## config.mk

```make
export PLATFORM = sky130hd
export DESIGN_NAME = vmem_arbiter
export DESIGN_NICKNAME = d
export VERILOG_FILES = /design/src/rtl/vmem_arbiter.sv
export SDC_FILE = /design/constraint.sdc
export NUM_CORES = 1
export LEC_CHECK = 0
export CAP_MARGIN = 20
export CORE_MARGIN = 2
export CORE_UTILIZATION = 38
export DETAILED_ROUTE_END_ITERATION = 10
export HOLD_SLACK_MARGIN = 0.1
export PLACE_DENSITY = 0.85
export SYNTH_ARGS = -nofsm -noshare
export SYNTH_HDL_FRONTEND = slang
export SYNTH_SLANG_ARGS = --single-unit
```

## constraint.sdc

```tcl
create_clock -name clk50_in -period 4.1 [get_ports clk50_in]
set_input_delay 0.82 -clock clk50_in [delete_from_list [all_inputs] [get_ports clk50_in]]
set_output_delay 0.82 -clock clk50_in [all_outputs]
set_load 0.05 [all_outputs]
```

## src/rtl/vmem_arbiter.sv

```systemverilog
// rtl/vmem_arbiter.sv - single-port video RAM arbiter: VGA fetch > screen clear > CPU access
module vmem_arbiter #(
  parameter int          COLS      = 80,
  parameter int          ROWS      = 30,
  parameter logic [7:0]  FILL_CHAR = 8'h20,
  parameter logic [11:0] CMD_ADDR  = 12'h07F
) (
  input  logic        clk50_in,
  input  logic        rst_n,
  input  logic        vga_ren,
  input  logic [11:0] vga_addr,
  output logic [7:0]  vga_data,
  input  logic        cpu_req,
  input  logic        cpu_we,
  input  logic [11:0] cpu_addr,
  input  logic [7:0]  cpu_wdata,
  output logic [7:0]  cpu_rdata,
  output logic        cpu_ack,
  output logic        clear_busy,
  output logic        clear_done,
  output logic [11:0] mem_addr,
  output logic        mem_we,
  output logic [7:0]  mem_din,
  input  logic [7:0]  mem_dout
);

  localparam logic [6:0] LAST_X = 7'(COLS - 1);
  localparam logic [4:0] LAST_Y = 5'(ROWS - 1);

  typedef enum logic {S_IDLE, S_CLEAR} state_t;

  state_t     r_state, w_state_nxt;
  logic [6:0] r_cx;
  logic [4:0] r_cy;
  logic       r_cpu_pending;
  logic       r_cpu_rd;
  logic       r_clear_done;

  logic w_is_cmd, w_cpu_grant, w_start_clear, w_clear_wr, w_last_wr;

  // rst_n gates the grant so a held cpu_req cannot reach the RAM port during reset
  assign w_is_cmd      = (cpu_addr == CMD_ADDR);
  assign w_cpu_grant   = rst_n && cpu_req && !vga_ren && (r_state == S_IDLE) && !r_cpu_pending;
  assign w_start_clear = w_cpu_grant && cpu_we && w_is_cmd && cpu_wdata[0];
  assign w_clear_wr    = (r_state == S_CLEAR) && !vga_ren;
  assign w_last_wr     = w_clear_wr && (r_cx == LAST_X) && (r_cy == LAST_Y);

  always_ff @(posedge clk50_in or negedge rst_n) begin
    if (!rst_n) r_state <= S_IDLE;
    else        r_state <= w_state_nxt;
  end

  always_comb begin
    w_state_nxt = r_state;
    case (r_state)
      S_IDLE:  if (w_start_clear) w_state_nxt = S_CLEAR;
      S_CLEAR: if (w_last_wr)     w_state_nxt = S_IDLE;
      default: w_state_nxt = S_IDLE;
    endcase
  end

  // Cursor walks row-major over the visible area only; it lands back on 0,0 after the last cell
  always_ff @(posedge clk50_in or negedge rst_n) begin
    if (!rst_n) begin
      r_cx <= 7'd0;
      r_cy <= 5'd0;
    end else if (w_start_clear) begin
      r_cx <= 7'd0;
      r_cy <= 5'd0;
    end else if (w_clear_wr) begin
      if (r_cx == LAST_X) begin
        r_cx <= 7'd0;
        r_cy <= (r_cy == LAST_Y) ? 5'd0 : r_cy + 5'd1;
      end else begin
        r_cx <= r_cx + 7'd1;
      end
    end
  end

  always_ff @(posedge clk50_in or negedge rst_n) begin
    if (!rst_n) begin
      r_cpu_pending <= 1'b0;
      r_cpu_rd      <= 1'b0;
      r_clear_done  <= 1'b0;
    end else begin
      r_cpu_pending <= w_cpu_grant;
      r_cpu_rd      <= w_cpu_grant && !cpu_we && !w_is_cmd;
      r_clear_done  <= w_last_wr;
    end
  end

  assign cpu_ack    = r_cpu_pending;
  assign cpu_rdata  = r_cpu_rd ? mem_dout : 8'h00;
  assign clear_busy = (r_state == S_CLEAR);
  assign clear_done = r_clear_done;
  assign vga_data   = mem_dout;

  always_comb begin
    mem_addr = 12'h000;
    mem_we   = 1'b0;
    mem_din  = 8'h00;
    if (vga_ren) begin
      mem_addr = vga_addr;
    end else if (r_state == S_CLEAR) begin
      mem_addr = {r_cy, r_cx};
      mem_we   = 1'b1;
      mem_din  = FILL_CHAR;
    end else if (w_cpu_grant) begin
      mem_addr = cpu_addr;
      mem_we   = cpu_we && !w_is_cmd;
      mem_din  = cpu_wdata;
    end
  end

endmodule
```

==> metrics <==
run status completed; Final Hold Fails 0; die area 3753 um2; period utilisation layout 82.90%; DRT iter0 DRCs 133; routed wire length 4294 um; sequential area share after synthesis 32.13%; TritonCTS Buffers 3; Synth area leader dfrtp_1; Clock power frac 23.5%; final core occ 74.92%; total number of vias 1498; Synth top area share 32.13%; Flop pwr share 35.0%; setup bufs post-CTS 0; P&R area growth vs syn 85.04%; CTS resizes 0; Tot GR Track Use 24.01%; clock-pin slew on the worst setup and hold paths 100 ps; Synth Register Bits 16; number of core rows 20; Hold Path Class register to register; Cells after Synth 149; Synth Flop Type dfrtp_1; ranking of synthesized cells by area dfrtp_1, a222oi_1, and2_1; layout cells sized above 1 13.27%; Layout Skew 10.43 ps; Cell Pwr Density 197.5 nW/um2; CP Cell Sequence clkdlybuf4s50_1 -> nand3b_1 -> or3_1 -> inv_1 -> buf_4 -> a222oi_1 -> inv_1 -> buf_12; Netlist cell types 37; Die Width 61.27 um; Max stage delay cell, worst path clkdlybuf4s50_1; mapped cell area 1246 um2; fmax 294.2 MHz; Worst slew margin 59.95%; ANT nets after route 0; Post-Layout Cell Count 270; initial antenna violation count 0; vias in the first global route 1358; sw power 0.1477 mW; PortBufs 84; Lkg Pwr 0.9877 nW; Top delay family on crit path buffers and inverters; GPL Wtd Cong 0.8540; clk_lat worst skew 300 ps; average cell area after synthesis 8.364 um2; clock buffer depth 2; min cycle time layout 3399 ps; CP Buf/Inv Count 5; Syn Nets 197; Detail Placement HPWL 3397 um; Sink Count 16; EDFF count, synth 0; RSZ-0062 raised after global routing no; DRC viols 0; crit end category output pin; Comb pwr share 41.5%; fin. max-slew vios 0; slowest stage delay, CP 530 ps; critical path arrival 2580 ps; CTS H-tree lvls 1; VDD IR max 0.0001949 V; Filler cells 213; Ys Warns 0; CP most frequent cell inv_1; asr flop ratio synth 100.0%; drt via density 5.548; # nets final 275; Setup-failing EPs final 0; Slew @ Worst Pin 592.7 ps; ANT cells 0; first-pass GRT wire length 6617 um; worst endpoint required time 3280 ps; die span in y 61.27 um; clk root buf clkbuf_4; wire per inst 15.90 um; initial core utilization 40.49%; Synth top cells by count and2_1, dfrtp_1, inv_1, nand2_1, a222oi_1; grt ovf 0; largest net degree at the start of global routing 17; Max-cap violations 0; Cells after DPL 266; setup TNS 0 ps; drt first pass iters 8; Post-CTS Hold Fix Bufs 0; Int Power 0.3078 mW; core area 3078 um2; CTS tree yes; Crit Path Category input pin to output pin; critical path fanouts, max 14; Switching Fraction 32.43%; type of origin of the critical path input pin; I/O pin count 85
[worst reg2reg max path, cell delays in order (launching register included)]
cell     delay (ps)
dfrtp_1         520
and2b_1         490
nand2_1         250
or4_1           540
a31oi_1         170
[metrics by stage]
stage                     setup slack (ps)  power, mW  instance area (um2)  hold slack [ps]
final                                701.2     0.4555                 2306            599.6
after CTS                            705.0     0.4585                 2306            603.4
after floorplan                      845.3     0.2462                 1246            524.4
after global placement               737.4     0.3504                 2270            569.7
after global routing                 552.0     0.4724                 2306            609.4
after detailed placement             705.8     0.3519                 2270            587.7
[final timing paths]
path                                       from                  end  slack [ps]  cells past startpoint
max                                       rst_n          mem_addr[9]         700                      8
min                         r_cy[1]$_DFFE_PN0P_  r_cy[1]$_DFFE_PN0P_         600                      2
max reg2reg                clear_busy$_DFF_PN0_  r_cx[6]$_DFFE_PN0P_        2050                      4
min reg2reg                 r_cy[1]$_DFFE_PN0P_  r_cy[1]$_DFFE_PN0P_         600                      2
max in group asynchronous                 rst_n    cpu_ack$_DFF_PN0_        2970                      2
min in group asynchronous                 rst_n  r_cx[6]$_DFFE_PN0P_         940                      2
[layer usage]
layer  wire length, um  part of all wire [%]  GRT usage, %
met2              2002                    47         38.15
met4               111                   2.6         11.80
met5                 0                     0             0
met3               512                    12         3.992
met1              1668                    39         31.67
[cell families after synthesis]
group,after synthesis,synth area share (%)
compound gates,32,18.68
xor+xnor,2,1.406
fa+ha+maj,3,3.012
buf+inv,28,12.15
flops,16,32.13
simple gates,68,32.63
[state kept, by name (all words and copies together), names as in the netlist]
name and count:
clear_done 1, r_cy 5, r_cx 7, cpu_ack 1, r_cpu_rd 1, clear_busy 1
[placed cells by master, fill, tap and decap left out, drive strengths merged, types with 3 or more instances in the layout]
| cell | synthesis | final |
|---|---|---|
| a31oi | 3 | 3 |
| clkdlybuf4s50 | 0 | 64 |
| a222oi | 11 | 11 |
| nand2 | 13 | 13 |
| dfrtp | 16 | 16 |
| nand3 | 3 | 3 |
| nor2 | 10 | 10 |
| and2 | 16 | 16 |
| ha | 3 | 3 |
| clkbuf | 4 | 4 |
| a21oi | 9 | 9 |
| or3 | 5 | 5 |
| inv | 13 | 13 |
| o21ai | 4 | 4 |
| buf | 11 | 24 |
[power by group through the flow]
stage	sequential, mW	clock (mW)	combinational [mW]
floorplan	0.164	0	0.0827
global placement	0.162	0	0.188
detailed placement	0.162	0	0.190
CTS	0.159	0.109	0.190
global route	0.159	0.115	0.198
finish	0.159	0.107	0.189
[area by class of cell]
cell class / count / area (um2) / area share (%)
sequential: 16 / 400.4 / 17.36
clock buffer: 4 / 36.28 / 1.574
inverter: 13 / 48.80 / 2.116
multi-input combinational: 105 / 694.4 / 30.11
timing repair buffer: 88 / 1071 / 46.45
tap: 44 / 55.05 / 2.387
No activity file was read; power rests on OpenSTA's default activity.
